==> config.mk <==
export PLATFORM = sky130hd
export DESIGN_NAME = priority_encoder_8to3
export DESIGN_NICKNAME = d
export VERILOG_FILES = /design/src/rtl/priority_encoder_8to3.sv
export SDC_FILE = /design/constraint.sdc
export NUM_CORES = 1
export LEC_CHECK = 0
export BUFFER_PORTS_ARGS = -buffer_cell sky130_fd_sc_hd__buf_2
export CORE_AREA = 4 4 41 43
export DETAILED_ROUTE_END_ITERATION = 8
export DIE_AREA = 0 0 45 47
export PLACE_DENSITY = 0.49
export SETUP_SLACK_MARGIN = 0.1
export SYNTH_ARGS = -nofsm -noshare
export SYNTH_HDL_FRONTEND = slang
export SYNTH_SLANG_ARGS = --single-unit
==> constraint.sdc <==
create_clock -name clk -period 0.8 [get_ports clk]
set_clock_uncertainty 0.2 [all_clocks]
set_input_delay 0.08 -clock clk [delete_from_list [all_inputs] [get_ports clk]]
set_output_delay 0.08 -clock clk [all_outputs]
set_load 0.02 [all_outputs]
==> src/rtl/priority_encoder_8to3.sv <==
// priority_encoder_8to3
//
// Registered priority encoder. Reports the index of the highest set bit of
// the request vector, gated by an enable. All outputs are registered. They
// update one clock after in/en are sampled.
//
// Parameters:
//   WIDTH  request vector width (power of two, >= 2)
//   OUT_W  index width, derived as $clog2(WIDTH)
//
// Ports:
//   clk    system clock, rising edge
//   rst    asynchronous active-high reset, clears all outputs immediately
//   in     request vector, bit WIDTH-1 has highest priority
//   en     encoder enable; low forces 0/0/0 at the next edge
//   y      index of the highest-priority active request (qualify with valid)
//   valid  en was high and at least one request was set
//   multi  valid and two or more requests were set
module priority_encoder_8to3 #(
  parameter  int WIDTH = 8,
  localparam int OUT_W = $clog2(WIDTH)
) (
  input  logic             clk,
  input  logic             rst,
  input  logic [WIDTH-1:0] in,
  input  logic             en,
  output logic [OUT_W-1:0] y,
  output logic             valid,
  output logic             multi
);

  // One-hot "this bit wins" vector.
  // A bit wins when it is set and no higher bit is set.
  logic [WIDTH-1:0] win;

  genvar gi;
  generate
    for (gi = 0; gi < WIDTH; gi++) begin : g_win
      if (gi == WIDTH - 1) begin : g_top
        assign win[gi] = in[gi];
      end else begin : g_low
        assign win[gi] = in[gi] & ~(|in[WIDTH-1:gi+1]);
      end
    end
  endgenerate

  logic [OUT_W-1:0] idx_next;
  logic             any_next;
  logic             cnt2_next;

  // Convert the one-hot winner to a binary index.
  // At most one bit of win is set, so OR-ing the indices is exact.
  always_comb begin
    idx_next = '0;
    for (int i = 0; i < WIDTH; i++) begin
      if (win[i]) begin
        idx_next = idx_next | OUT_W'(i);
      end
    end
  end

  assign any_next = |in;

  // Two-or-more detector.
  // seen_one tracks whether any lower bit was set. A set bit seen while
  // seen_one is already high means at least two bits are set.
  always_comb begin
    logic seen_one;
    seen_one  = 1'b0;
    cnt2_next = 1'b0;
    for (int i = 0; i < WIDTH; i++) begin
      if (in[i] && seen_one) begin
        cnt2_next = 1'b1;
      end
      if (in[i]) begin
        seen_one = 1'b1;
      end
    end
  end

  logic [OUT_W-1:0] y_reg;
  logic             valid_reg;
  logic             multi_reg;

  always_ff @(posedge clk or posedge rst) begin
    if (rst) begin
      y_reg     <= '0;
      valid_reg <= 1'b0;
      multi_reg <= 1'b0;
    end else if (en && any_next) begin
      y_reg     <= idx_next;
      valid_reg <= 1'b1;
      multi_reg <= cnt2_next;
    end else begin
      // Disabled or no request: report nothing.
      // Do not hold the last winner.
      y_reg     <= '0;
      valid_reg <= 1'b0;
      multi_reg <= 1'b0;
    end
  end

  assign y     = y_reg;
  assign valid = valid_reg;
  assign multi = multi_reg;

endmodule

==> results of run 1 <==
## how the worst max path moves through the flow
stage,cells past startpoint,endpoint,start
final,4,y[0]$_DFF_PP0_,in[4]
after detailed placement,4,y[0]$_DFF_PP0_,in[4]
after floorplan,3,y[0]$_DFF_PP0_,in[4]
after global routing,4,y[0]$_DFF_PP0_,in[4]
after CTS,4,y[0]$_DFF_PP0_,in[4]
after global placement,4,y[0]$_DFF_PP0_,in[4]
## worst max-delay path, stage by stage
cell and delay [ps]:
buf_6 90, or4_4 520, o31a_1 260, a21boi_1 130
## kinds of logic after synthesis
| group | synth area share |
|---|---|
| AO/OA/AOI/OAI | 0.2500 |
| AND/OR/NAND/NOR | 0.2020 |
| flip-flops | 0.4808 |
| buffers and inverters | 0.02886 |
| adder cells (fa/ha/maj) | 0.03846 |
## report_power, final
group	leakage, µW	switching, µW	internal (µW)
registers	0.0000599	6.97	270
logic	0.000181	92.1	121
clock network	0.0000150	91.7	188
## cell type report
| cell class | instances | area [µm²] |
|---|---|---|
| well taps | 15 | 18.77 |
| clock buffers | 4 | 26.28 |
| multi-input cells | 19 | 165.2 |
| inverters | 2 | 7.507 |
| fillers | 135 | 742.0 |
| repair buffers | 25 | 216.5 |
| flip-flops and latches | 5 | 125.1 |
## repair_timing
item	CTS	global route
endpoints found under the hold margin	9	4
pin swaps	5	2
gates resized for setup	17	7
setup buffers	1	0
setup endpoints to repair	10	10
## through the flow
stage / hold WS, ps / total power [µW] / TNS (ps) / setup slack (ps) / instances
floorplan: -341.5 / 337.9 / -1515 / -500.8 / 26
global placement: -222.2 / 432.5 / -2316 / -641.0 / 64
detailed placement: -222.0 / 432.0 / -2296 / -640.3 / 64
CTS: -103.4 / 765.9 / -2256 / -359.9 / 70
global route: -99.94 / 810.7 / -2433 / -383.0 / 70
finish: -84.88 / 769.2 / -2272 / -370.1 / 70
## synth_stat cells
cell type  count
nor2_1         2
a211o_1        2
a21boi_1       1
inv_1          2
nor2b_1        1
o21ai_0        2
nor3_1         3
or3_1          1
and2_1         1
maj3_1         1
o31a_1         2
or4_4          1
a211oi_1       1
dfrtp_1        5
a21oi_1        1
## metal layers
layer  up-vias  track usage  routed length [µm]  share of wire
li1        156            -                   -              -
met1       134      0.07442                 279           0.38
met2        16       0.1384                 368           0.49
met3         2      0.03831                  89           0.12
met4         0      0.07018                   7         0.0094
met5         -            0                   0              0
==> flow_summary_export.csv, run 1 <==
group,metric,value,unit
sta,hold_violations,4,
worst_hold_path,min_from,"en",
global_routing,grt_pass1_vias,305,
finish,fin_util,0.4298,
floorplan,die_h,47,µm
finish,finalNetCount,67,
detailed_routing,drc,0,
sta,timing.final.ws_setup,-370.1,ps
setup_path,critPathRequiredTime,720,ps
global_routing,grt_antenna_before_repair,0,
run_status,status,"complete, but fails checks",
sta,tightest_slew,189.3,ps
yosys,synthCells,26,
sta,layout_min_cycle_time,1170,ps
cts,cts_hold_buf,1,
placed_design,placed_area,416.7,µm²
detailed_routing,firstDrtPassIters,3,
setup_path,critical_path_class,"in2reg",
finish,final_common_cell,"buf_6",
yosys,synth_area_leaders,"dfrtp_1 (48%), a211o_1 (6.7%), o31a_1 (6.7%)",
yosys,seq_area_frac_synth,0.4808,
yosys,ys_types,15,
global_routing,track_usage,0.08201,
floorplan,dieArea,2115,µm²
placed_design,dp_hpwl,562.9,µm
yosys,synthesis.area,260.3,µm²
cts,numClockSinks,5,
detailed_routing,routed_wl,744,µm
placed_design,io_buffers,15,
detailed_routing,via_count,308,
yosys,synth_top_cell_area_share,0.4808,
floorplan,fp-row-count,13,
detailed_routing,antenna_left,0,
cts,ctsHtreeMaxLevel,1,
finish,layout-drive-gt1-share,0.6182,
setup_path,cp.arrival,1090,ps
finish,fin_area,559.3,µm²
yosys,synth_nets,37,
sta,rsz0062_at_grt,"yes",
finish,syn_to_final_growth,114.9,%
cts,clockBufferDepth,2,
finish,largest_reg_flops,3,
floorplan,core-area,1301,µm²
floorplan,initial_core_util,0.2000,
finish,antenna_cells,0,
yosys,yosys_warnings,0,
sta,fmax,854.6,MHz
cts,cts-buffers-inserted,3,
placed_design,place.gp.congestion,0.7163,
setup_path,end_kind,"flop",
cts,cts_tree,"done",
setup_path,cp_max_fo,2,
global_routing,grt_pass1_wl,1.152,mm
detailed_routing,drtIter0Drc,4,
detailed_routing,avgViaCountPerCell,4.400,
cts,path_clk_slew,40,ps
sta,fin_crit_sh,1.463,
power,power.leakage,0.0002558,µW
global_routing,grt_max_degree,6,
worst_hold_path,hold_path_depth,2,
yosys,synth_top_cell_by_area,"dfrtp_1",
finish,final_cell_mix,"buf_6 (11), buf_4 (7), buf_2 (6)",
run_status,violations,"hold timing, setup timing",
power,peakVddDrop,472.1,µV
sta,slew_headroom,0.8728,
sta,setup_violations,9,
sta,drv_slew,0,
sta,whs,-84.88,ps
cts,root_buffer,"clkbuf_4",
detailed_routing,drt-wirelength-per-cell,10.63,µm
yosys,ys_ff_latch,5,
global_routing,grt.overflow.total,0,
job,drv_cap,0,
floorplan,die_w,45,µm
worst_hold_path,hold_end,"y[1]$_DFF_PP0_",
setup_path,critPathLaunchType,"input pin",
yosys,avgSynthCellArea,10.01,µm²
worst_hold_path,hp-class,"in2reg",
power,power_density,1375,nW/µm²
floorplan,ios,16,
Power figures use the tool's default switching activity.
==> inputs of run 2 (changes only) <==
==> constraint.sdc (replaced) <==
create_clock -name clk -period 0.8 [get_ports clk]
set_clock_uncertainty 0.2 [all_clocks]
set_input_delay 0.04 -clock clk [delete_from_list [all_inputs] [get_ports clk]]
set_output_delay 0.04 -clock clk [all_outputs]
set_load 0.02 [all_outputs]
==> flow_summary_export.csv, run 2 (synthesis gave the netlist of run 1 again) <==
group,metric,value,unit
run_status,status,"complete, but fails checks",
run_status,violations,"hold timing, setup timing",
detailed_routing,drt-wirelength-per-cell,12.01,µm
setup_path,path_cells,"buf_6, or4_4, o31a_1, a21boi_1",
cts,cts-buffers-inserted,3,
worst_hold_path,hp-class,"in2reg",
setup_path,cp_max_fo,2,
floorplan,dieArea,2115,µm²
sta,setup_violations,9,
setup_path,critical_path_class,"in2reg",
placed_design,io_buffers,15,
finish,largest_reg_flops,3,
detailed_routing,drtIter0Drc,2,
detailed_routing,avgViaCountPerCell,4.592,
sta,hold_violations,3,
power,peakVddDrop,466.9,µV
cts,cts_hold_buf,1,
global_routing,grt_antenna_before_repair,0,
detailed_routing,via_count,326,
job,drv_cap,0,
finish,multi_input_area,158.9,µm²
sta,fin_setup_tns,-2031,ps
global_routing,grt_pass1_wl,1.173,mm
finish,final_common_cell,"buf_6",
sta,rsz0062_at_grt,"yes",
setup_path,critPathRequiredTime,720,ps
setup_path,critPathBufInv,1,
sta,timing.final.ws_setup,-341.0,ps
placed_design,dp_slack,-603.0,ps
cts,path_clk_slew,40,ps
floorplan,die_w,45,µm
global_routing,grt.overflow.total,0,
sta,slew_headroom,0.8846,
floorplan,fp-row-count,13,
finish,ff_latch_area,125.1,µm²
finish,nFillCells,129,
floorplan,initial_core_util,0.2000,
finish,antenna_cells,0,
cts,cts_tree,"done",
sta,whs,-119.3,ps
finish,layout-drive-gt1-share,0.6250,
setup_path,cp.arrival,1060,ps
placed_design,dp.cells,64,
setup_path,critPathLaunchType,"input pin",
floorplan,die_h,47,µm
global_routing,grt_max_degree,6,
setup_path,path_delay_family,"simple AND/OR/NAND/NOR gates",
detailed_routing,antenna_left,0,
setup_path,crit_slowest_cell,"or4_4",
cts,clockBufferDepth,2,
sta,fmax,876.4,MHz
cts,ctsHtreeMaxLevel,1,
cts,root_buffer,"clkbuf_4",
detailed_routing,firstDrtPassIters,2,
global_routing,track_usage,0.08201,
placed_design,place.gp.congestion,0.7383,
power,power.leakage,0.0002579,µW
cts,numClockSinks,5,
detailed_routing,routed_wl,853,µm
finish,finalNetCount,68,
sta,layout_min_cycle_time,1141,ps
setup_path,end_kind,"flop",
global_routing,grt_pass1_vias,336,
setup_path,max_stage_delay,520,ps
sta,fin_crit_sh,1.426,
floorplan,ios,16,
finish,syn_to_final_growth,115.4,%
detailed_routing,drc,0,
finish,fin_cells,71,
floorplan,core-area,1301,µm²
sta,drv_slew,0,
sta,tightest_slew,171.8,ps
power,power_density,1379,nW/µm²
finish,final_cell_mix,"buf_6 (11), buf_4 (8), buf_2 (6)",
## run 2: worst paths after layout
check                      cells past startpoint         endpoint   from  slack [ps]
worst max-delay path                           4   y[0]$_DFF_PP0_  in[4]        -340
worst min-delay path                           2   y[1]$_DFF_PP0_     en        -120
max in group asynchronous                      3   y[1]$_DFF_PP0_    rst         200
min in group asynchronous                      3  valid$_DFF_PP0_    rst          30
## run 2: per-layer routing
| layer | share of wire | global-route usage |
|---|---|---|
| met5 | 0 | 0 |
| met4 | 0 | 0.08772 |
| met3 | 0.10 | 0.02682 |
| met2 | 0.59 | 0.1497 |
| met1 | 0.30 | 0.06512 |
## run 2: per-stage QoR
stage,instance area [µm²],total power (µW),utilization
final,560.5,773.0,0.4308
after global routing,560.5,812.2,0.4308
after CTS,521.8,768.4,0.4010
after detailed placement,416.7,431.4,0.3202
after global placement,416.7,432.7,0.3202
after floorplan,262.8,337.9,-
## run 2: area by class of cell
cell class              instances  area share
flip-flops and latches          5      0.2232
well taps                      15     0.03348
multi-input cells              19      0.2835
repair buffers                 26      0.3996
clock buffers                   4     0.04687
inverters                       2     0.01339
## run 2: timing repair
action	4_1_cts	5_1_grt
setup buffers	2	1
hold endpoints to repair	10	4
pin swaps	4	0
resized for setup	17	6
endpoints found under the setup margin	10	10
## run 2: where the power goes
part	internal [µW]	switching (µW)
clock network	188	91.6
registers	270	6.95
logic	124	93.2
==> inputs of run 3 (changes only) <==
--- a/config.mk
+++ b/config.mk
@@ -9,7 +9,6 @@
 export CORE_AREA = 4 4 41 43
 export DETAILED_ROUTE_END_ITERATION = 8
 export DIE_AREA = 0 0 45 47
-export PLACE_DENSITY = 0.49
 export SETUP_SLACK_MARGIN = 0.1
 export SYNTH_ARGS = -nofsm -noshare
 export SYNTH_HDL_FRONTEND = slang
==> flow_summary_export.csv, run 3 (synthesis gave the netlist of run 1 again) <==
group,metric,value,unit
run_status,status,"complete, but fails checks",
run_status,violations,"hold timing, setup timing",
finish,syn_to_final_growth,122.1,%
global_routing,track_usage,0.07955,
sta,whs,-116.2,ps
detailed_routing,via_count,308,
sta,drv_slew,0,
sta,fmax,863.6,MHz
power,power_density,1359,nW/µm²
detailed_routing,drc,0,
setup_path,cp_max_fo,2,
finish,layout-drive-gt1-share,0.6545,
cts,ctsHtreeMaxLevel,1,
finish,antenna_cells,0,
floorplan,die_w,45,µm
cts,cts_tree,"done",
finish,final_common_cell,"buf_6",
sta,tightest_slew,199.7,ps
cts,cts-buffers-inserted,3,
detailed_routing,firstDrtPassIters,1,
worst_hold_path,hp-class,"in2reg",
global_routing,grt.overflow.total,0,
sta,fin_setup_tns,-1974,ps
power,peakVddDrop,477.5,µV
setup_path,critPathRequiredTime,720,ps
power,power.leakage,0.0002624,µW
finish,largest_reg_flops,3,
setup_path,critPathLaunchType,"input pin",
job,drv_cap,0,
global_routing,grt_pass1_wl,1.131,mm
floorplan,fp-row-count,13,
finish,fin_area,578.1,µm²
cts,path_clk_slew,40,ps
global_routing,grt_max_degree,6,
setup_path,critical_path_class,"in2reg",
placed_design,io_buffers,15,
global_routing,grt_pass1_vias,317,
floorplan,core-area,1301,µm²
detailed_routing,antenna_left,0,
global_routing,grt_antenna_before_repair,0,
floorplan,die_h,47,µm
floorplan,ios,16,
placed_design,placed_area,416.7,µm²
sta,layout_min_cycle_time,1158,ps
cts,root_buffer,"clkbuf_4",
sta,hold_violations,4,
floorplan,dieArea,2115,µm²
setup_path,cp.arrival,1070,ps
placed_design,dp_slack,-599.9,ps
placed_design,place.gp.congestion,0.7774,
detailed_routing,drt-wirelength-per-cell,11.74,µm
cts,cts_hold_buf,1,
sta,fin_crit_sh,1.447,
setup_path,end_kind,"flop",
floorplan,initial_core_util,0.2000,
detailed_routing,avgViaCountPerCell,4.400,
cts,numClockSinks,5,
detailed_routing,drtIter0Drc,0,
sta,rsz0062_at_grt,"yes",
sta,slew_headroom,0.8666,
sta,timing.final.ws_setup,-358.0,ps
placed_design,dp_hpwl,532.3,µm
sta,setup_violations,9,
finish,final_cell_mix,"buf_6 (12), buf_2 (6), buf_4 (6)",
finish,finalNetCount,67,
cts,clockBufferDepth,2,
detailed_routing,routed_wl,822,µm
[run 3: final timing paths]
| kind | start | end | slack [ps] | cells past startpoint |
|---|---|---|---|---|
| min in group asynchronous | rst | valid$_DFF_PP0_ | 30 | 3 |
| worst min-delay path | en | multi$_DFF_PP0_ | -120 | 3 |
| worst max-delay path | in[4] | y[0]$_DFF_PP0_ | -360 | 4 |
| max in group asynchronous | rst | y[1]$_DFF_PP0_ | 210 | 3 |
[run 3: routing by layer]
metal  vias to the layer above  global-route usage  share of wire  routed length [µm]
met1                       136             0.07193           0.32                 267
met2                        17              0.1412           0.56                 459
met5                         -                   0              0                   0
li1                        155                   -              -                   -
met4                         0              0.1053              0                   0
met3                         0            0.003831           0.12                  95
[run 3: final cells by class]
| class | count | area, µm² |
|---|---|---|
| sequential | 5 | 125.1 |
| multi-input combinational | 19 | 180.2 |
| timing repair buffer | 25 | 220.2 |
| clock buffer | 4 | 26.28 |
| fill | 142 | 723.2 |
| inverter | 2 | 7.507 |
| tap | 15 | 18.77 |
[run 3: what timing repair did]
action / CTS / global route
hold endpoints to repair: 10 / 4
buffers inserted: 1 / 0
setup endpoints to repair: 10 / 10
gates resized for setup: 25 / 3
pin swaps: 3 / 3
[run 3: power by group]
| group | switching [µW] | total [µW] | internal [µW] |
|---|---|---|---|
| registers | 6.53 | 276 | 270 |
| logic | 97.8 | 224 | 126 |
| clock network | 97.0 | 285 | 188 |
[run 3: critical path: stages]
cell and delay (ps):
buf_6 90, or4_4 530, o31a_1 270, a21boi_1 130
[run 3: stage by stage]
step	instances	util	power [µW]
after floorplan	26	-	337.9
after global placement	64	0.3202	429.6
after detailed placement	64	0.3202	431.2
after CTS	70	0.4288	784.6
after global routing	70	0.4442	818.8
final	70	0.4442	785.6
